==> config.mk <==
export PLATFORM = sky130hd
export DESIGN_NAME = draw_rect_fill
export DESIGN_NICKNAME = d
export VERILOG_FILES = /design/src/rtl/draw_rect_fill.sv
export SDC_FILE = /design/constraint.sdc
export NUM_CORES = 1
export LEC_CHECK = 0
export CORE_MARGIN = 2
export CORE_UTILIZATION = 46
export CTS_CLUSTER_SIZE = 16
export DETAILED_ROUTE_END_ITERATION = 7
export PLACE_DENSITY = 0.76
export SETUP_SLACK_MARGIN = 0.5
export SLEW_MARGIN = 5
export SYNTH_ARGS = -nofsm -noshare
export SYNTH_HDL_FRONTEND = slang
export SYNTH_SLANG_ARGS = --single-unit
==> constraint.sdc <==
create_clock -name clk -period 8.7 [get_ports clk]
set_clock_uncertainty 0.15 [all_clocks]
set_input_delay 1.74 -clock clk [delete_from_list [all_inputs] [get_ports clk]]
set_output_delay 1.74 -clock clk [all_outputs]
set_load 0.01 [all_outputs]
==> src/rtl/draw_rect_fill.sv <==
// ============================================================================
//  Module      : draw_rect_fill (with span engine draw_line_1d)
//  Description : Filled-rectangle controller; steps a 1-D span engine row by
//                row to emit every pixel of an axis-aligned rectangle in
//                raster order. Optional macro DRAW_RECT_FILL_SORT_EN sorts the
//                corners on latch so any corner order is legal.
//  Revision    : 1.0 - initial release
// ============================================================================
`default_nettype none

module draw_line_1d #(
    parameter int CORDW = 16
) (
    input  logic                    clk,
    input  logic                    rst,
    input  logic                    start,
    input  logic                    oe,
    input  logic signed [CORDW-1:0] x0,
    input  logic signed [CORDW-1:0] x1,
    output logic signed [CORDW-1:0] x,
    output logic                    drawing,
    output logic                    done
);
    typedef enum logic [1:0] {
        S_IDLE = 2'd0,
        S_DRAW = 2'd1,
        S_DONE = 2'd2
    } state_t;

    state_t                  r_state;
    state_t                  w_next;
    logic signed [CORDW-1:0] r_x;
    logic signed [CORDW-1:0] r_xb;
    logic                    w_last;

    assign w_last = (r_x == r_xb);

    always_ff @(posedge clk) begin
        if (rst) begin
            r_state <= S_IDLE;
        end else begin
            r_state <= w_next;
        end
    end

    // Position registers carry no reset; they are only meaningful while drawing.
    always_ff @(posedge clk) begin
        if (r_state == S_IDLE && start) begin
            r_x  <= x0;
            r_xb <= x1;
        end else if (r_state == S_DRAW && oe && !w_last) begin
            r_x  <= r_x + CORDW'(1);
        end
    end

    always_comb begin
        w_next = r_state;
        case (r_state)
            S_IDLE:  if (start) w_next = S_DRAW;
            S_DRAW:  if (oe && w_last) w_next = S_DONE;
            S_DONE:  w_next = S_IDLE;
            default: w_next = S_IDLE;
        endcase
    end

    assign x       = r_x;
    assign drawing = (r_state == S_DRAW) && oe;
    assign done    = (r_state == S_DONE);

endmodule

module draw_rect_fill #(
    parameter int CORDW = 16
) (
    input  logic                    clk,
    input  logic                    rst,
    input  logic                    start,
    input  logic                    oe,
    input  logic signed [CORDW-1:0] x0,
    input  logic signed [CORDW-1:0] y0,
    input  logic signed [CORDW-1:0] x1,
    input  logic signed [CORDW-1:0] y1,
    output logic signed [CORDW-1:0] x,
    output logic signed [CORDW-1:0] y,
    output logic                    drawing,
    output logic                    busy,
    output logic                    done
);
    typedef enum logic [1:0] {
        S_IDLE       = 2'd0,
        S_INIT       = 2'd1,
        S_LINE_START = 2'd2,
        S_LINE_DRAW  = 2'd3
    } state_t;

    state_t                  r_state;
    state_t                  w_next;
    logic signed [CORDW-1:0] r_xa;
    logic signed [CORDW-1:0] r_xb;
    logic signed [CORDW-1:0] r_ya;
    logic signed [CORDW-1:0] r_yb;
    logic signed [CORDW-1:0] r_y;
    logic                    r_busy;
    logic                    r_done;
    logic signed [CORDW-1:0] w_xa;
    logic signed [CORDW-1:0] w_xb;
    logic signed [CORDW-1:0] w_ya;
    logic signed [CORDW-1:0] w_yb;
    logic                    w_accept;
    logic                    w_line_start;
    logic                    w_line_done;
    logic                    w_last_row;

`ifdef DRAW_RECT_FILL_SORT_EN
    assign w_xa = (x0 < x1) ? x0 : x1;
    assign w_xb = (x0 < x1) ? x1 : x0;
    assign w_ya = (y0 < y1) ? y0 : y1;
    assign w_yb = (y0 < y1) ? y1 : y0;
`else
    assign w_xa = x0;
    assign w_xb = x1;
    assign w_ya = y0;
    assign w_yb = y1;
`endif

    // The done cycle already reads as IDLE; holding off there makes a start
    // coincident with done land on the following cycle instead.
    assign w_accept   = (r_state == S_IDLE) && start && !r_done;
    assign w_last_row = (r_y == r_yb);

    always_ff @(posedge clk) begin
        if (rst) begin
            r_state <= S_IDLE;
            r_busy  <= 1'b0;
            r_done  <= 1'b0;
        end else begin
            r_state <= w_next;
            case (r_state)
                S_IDLE: begin
                    r_done <= 1'b0;
                    if (w_accept) r_busy <= 1'b1;
                end
                S_LINE_DRAW: begin
                    if (w_line_done && w_last_row) begin
                        r_busy <= 1'b0;
                        r_done <= 1'b1;
                    end
                end
                default: ;
            endcase
        end
    end

    always_ff @(posedge clk) begin
        if (w_accept) begin
            r_xa <= w_xa;
            r_xb <= w_xb;
            r_ya <= w_ya;
            r_yb <= w_yb;
        end
        if (r_state == S_INIT) begin
            r_y <= r_ya;
        end else if (r_state == S_LINE_DRAW && w_line_done && !w_last_row) begin
            r_y <= r_y + CORDW'(1);
        end
    end

    always_comb begin
        w_next       = r_state;
        w_line_start = 1'b0;
        case (r_state)
            S_IDLE:       if (w_accept) w_next = S_INIT;
            S_INIT:       w_next = S_LINE_START;
            S_LINE_START: begin
                w_line_start = 1'b1;
                w_next       = S_LINE_DRAW;
            end
            S_LINE_DRAW: begin
                if (w_line_done) w_next = w_last_row ? S_IDLE : S_LINE_START;
            end
            default:      w_next = S_IDLE;
        endcase
    end

    draw_line_1d #(
        .CORDW   (CORDW)
    ) u_span (
        .clk     (clk),
        .rst     (rst),
        .start   (w_line_start),
        .oe      (oe),
        .x0      (r_xa),
        .x1      (r_xb),
        .x       (x),
        .drawing (drawing),
        .done    (w_line_done)
    );

    assign y    = r_y;
    assign busy = r_busy;
    assign done = r_done;

endmodule

`default_nettype wire

# After elaboration in Yosys (flattened, before gate mapping)
# Index checks and enable logic that the tools add are counted.
# classes
reduce_logical	21
eq_ne	12
add_sub_neg	2
n_mux	17
# ops
cell	n
16-bit two-way mux	4
16-bit by 2-bit adder with 16-bit output (second input constant)	2
16-bit equality test	2
2-bit two-way mux	5
1-bit logical AND	9
2-bit one-hot mux with 4 select lines	1
2-bit equality test (second input constant)	3
2-bit != test (second input constant)	3
2-bit AND reduction	3
2-bit nonzero test	3
2-bit by 1-bit equality test with 1-bit output (second input constant)	2
2-bit logical NOT	2
1-bit two-way mux	4
2-bit by 1-bit != test with 1-bit output (second input constant)	2
1-bit one-hot mux with 2 select lines	2
2-bit one-hot mux with 2 select lines	1
1-bit logical NOT	3
3-bit AND reduction	1
# word_totals
output_inout_bits	35
input_bits	68
wordCells	63
regBits	118

# Longest topological paths before layout
# logic_depth
ltp_word	5
depth_mapped	7
ltp_nobuf	6

# Cells and area by module
# From an unflattened synthesis, not the netlist that was laid out.
# hier_totals
hier_cells	352
hier_area_um2	4928.5
# modules_own_cells
module	seq_area_each_um2	instances	area_per_inst_um2	cells_per_inst
draw_rect_fill	2482.4	1	3233.1	206
draw_line_1d	1001.0	1	1695.4	146

# Worst setup path before layout
# OpenSTA, ideal clock, no wires.
# synth_timing
kind	input to register
from	input start
to	register r_xa[0], enable pin
stages	1
setup_time_ps	670
path_buffers	0
required_ps	7880
path_slack_ps	-424
t_arrival_ps	8303
cell_sequence	nor4b_1
# synth_via
elab_chain_cells	2
# synth_lines
item	line	source
start: declaration	77	input logic start,
1-bit logical AND (2 in series)	128	assign w_accept = (r_state == S_IDLE) && start && !r_done;
end signal: assignment	156	r_xa <= w_xa;
end: declaration	98	logic signed [CORDW-1:0] r_xa;
# No other way between the ends.
# A chain may end at the register's enable or synchronous reset.

# Worst setup path after layout
# layout_timing
from	input oe
to	output drawing
# layout_via
elab_chain_cells	1
# layout_lines
item	line	source
start: declaration	78	input logic oe,
1-bit logical AND	67	assign drawing = (r_state == S_DRAW) && oe;
end: declaration	85	output logic drawing,
# No other way between the ends.

==> flow_summary.json <==
{
  "timing.final.setup_violations": 0,
  "holdWs_ns": 0.267,
  "fin_crit_ns": 4.77,
  "cts-resized-gates": 0,
  "timing.fmax_mhz": 210,
  "critical_path_end_type": "output pin",
  "final_core_utilization_pct": 64.4,
  "syn-mean-instance-area_um2": 14.6,
  "rrSetupSlack_ns": 6.53,
  "floorplan.die.height_um": 106,
  "yosysUniqueCellTypes": 33,
  "antenna_found_initial": 0,
  "vias": 2959,
  "die_width_um": 106,
  "die_area_um2": 11200,
  "final_net_count": 516,
  "grt-ovfl-total": 0,
  "netlist_top_cells_area": "edfxtp_1 70%, xnor2_1 8.0%, nand2_1 3.3%, o21ai_0 3.0%, xor2_1 2.9%",
  "clock_tree_from_tritoncts": "done",
  "p_leak_nw": 2.15,
  "irDropWorstVdd_mv": 0.115,
  "detailed_place_hpwl_um": 6350,
  "area_delta_synth_final_pct": 37.5,
  "drt_drc_violations_left": 0,
  "maxCapViolations": 0,
  "synth.largest_area_cell": "edfxtp_1",
  "dp.cells": 563,
  "postCtsHoldBufs": 0,
  "hold_viol": 0,
  "number_of_max_slew_violations_in_the_final_report": 0,
  "timing.critical_path.slowest_stage_cell": "clkdlybuf4s50_1",
  "post-cts-setup-buffers": 0,
  "holdCritPathClass": "reg2reg",
  "crit_required_ns": 6.81,
  "synth.cells.most_frequent": "112 x edfxtp_1, 44 x xnor2_1, 42 x nand2_1",
  "clk_path_buf_depth": 2,
  "postRouteWirelength_um": 9180,
  "initialDrtViolationCount": 83,
  "first_global_vias": 2998,
  "ioPinCount": 103,
  "pwr_density_cell_nw_per_um2": 231,
  "final_antenna_net_count": 0,
  "worstSkewPairLatency_ns": 0.51,
  "setup_total_negative_slack_ns": 0,
  "worst_setup_hold_path_clk_slew_ns": 0.05,
  "synth_top_flop_cell": "edfxtp_1",
  "finalWorstSetupSlack_ns": 3.93,
  "final_min_period_over_clock_period_pct": 54.8,
  "synth_fp_nets": 398,
  "arrival_ns": 2.88,
  "dr.pass1.iters": 4,
  "crit_path_cell_trace": "clkdlybuf4s50_1 > nand2_1 > inv_1 > clkdlybuf4s50_1",
  "synth-seq-cells": 118,
  "synth_most_common_cell": "edfxtp_1",
  "buffer_ports.inserted": 102,
  "synth-edff-count": 112,
  "final_cells": 594,
  "worst_slew_margin_rel_pct": 44.8,
  "cts_num_sinks": 118,
  "cts_made_buffers": 17,
  "grtUsageTotal_pct": 17.7,
  "grt_pass1_wl_um": 14800,
  "post_route_cells_drive_above_1_share_pct": 9.83,
  "postSynth.asyncResetShare_pct": 0,
  "worst_path_largest_cell_delay_ns": 0.52,
  "grt_setup_unrepaired": "false",
  "tightestPinTransition_ns": 0.828,
  "root_buffer": "clkbuf_8",
  "startpoint_type": "primary input",
  "synth.yosys.warnings": 0,
  "cts-htree-levels": 4,
  "core_area_um2": 10200,
  "critical_path.most_common_cell": "clkdlybuf4s50_1",
  "vias_per_cell": 4.98,
  "critical-path-top-delay-family": "buffers and inverters",
  "antennaDiodeCount": 0,
  "finalWeightedCongestion": 0.797,
  "row_count": 37,
  "syn_inst": 328,
  "criticalPathCategory": "in2out",
  "syn_area_um2": 4790,
  "synth.yosys.seq_area_share_pct": 72.7,
  "run_status": "finished clean",
  "cp.buffers_inverters": 3,
  "wire_per_inst_um": 15.5,
  "floorplan.initialDensity_pct": 46.8,
  "placement.setup.worst_slack_ns": 3.94,
  "synth_largest_type_area_fraction_pct": 70.2,
  "grt_max_degree": 66,
  "top_fanout_value_on_the_critical_path": 3
}
## placed cells by master, fill, tap and decap left out, types with 5 or more instances in the layout
| cell type | instances |
|---|---|
| buf_4 | 5 |
| clkbuf_16 | 16 |
| clkdlybuf4s50_1 | 102 |
| clkinvlp_4 | 5 |
| dfxtp_1 | 6 |
| edfxtp_1 | 112 |
| nand2_1 | 42 |
| nand3_1 | 10 |
| nand4_1 | 12 |
| nor2_1 | 9 |
| nor3_1 | 5 |
| o21ai_0 | 29 |
| xnor2_1 | 44 |
| xor2_1 | 16 |
## registers in the layout, indices dropped and copies added, names as in the netlist
register,count
u_span.x,16
done,1
r_state,2
y,16
busy,1
r_yb,16
u_span.r_state,2
r_ya,16
r_xa,16
u_span.r_xb,16
r_xb,16
## area by class of cell
class / instances / area [um^2]
Fill cell: 761 / 3640
Timing Repair Buffer: 107 / 1060
Sequential cell: 118 / 3480
Clock inverter: 13 / 159
Clock buffer: 18 / 418
Tap cell: 136 / 170
Multi-Input combinational cell: 199 / 1290
Inverter: 3 / 11.3
## final timing paths
check	start	end	cells past startpoint
worst min-delay path	r_xb[15]	u_span.r_xb[15]	0
worst min register to register	r_xb[15]	u_span.r_xb[15]	0
worst max register to register	u_span.x[11]	u_span.x[6]	5
worst max-delay path	oe	drawing	4
## cells by family (layout without fill, tap and decap cells)
| family | after synthesis | after routing | synth area share, % |
|---|---|---|---|
| AOI/OAI and AO/OA | 35 | 35 | 3.94 |
| xor gates and xnor gates | 60 | 60 | 11.0 |
| adders and majority gates | 2 | 2 | 0.522 |
| buffers and inverters | 11 | 141 | 0.862 |
| DFF | 118 | 118 | 72.7 |
| muxes | 2 | 2 | 0.470 |
| and+or+nand+nor | 100 | 100 | 10.5 |
## through the flow
step	instance area [um^2]	total power, W
6_report	6590	0.00152
3_5_place_dp	6010	0.000871
4_1_cts	6590	0.00154
5_1_grt	6590	0.00159
3_3_place_gp	6010	0.000865
2_1_floorplan	4800	0.000788
## report_power, final
group / switching (W) / total [W] / internal, W
combinational: 0.0000655 / 0.000148 / 0.0000822
sequential: 0.0000320 / 0.000710 / 0.000678
clock: 0.000235 / 0.000666 / 0.000432
total: 0.000332 / 0.00152 / 0.00119
## layer usage
metal  global-route usage (%)  vias up  part of all wire, %
met1                     20.2     1420                   40
met3                     6.32       12                  6.2
met2                     30.5       89                   52
met4                     6.67        0                  1.2
met5                        0        -                    0
li1                         -     1438                    -
No activity file was read; power rests on OpenSTA's default activity.
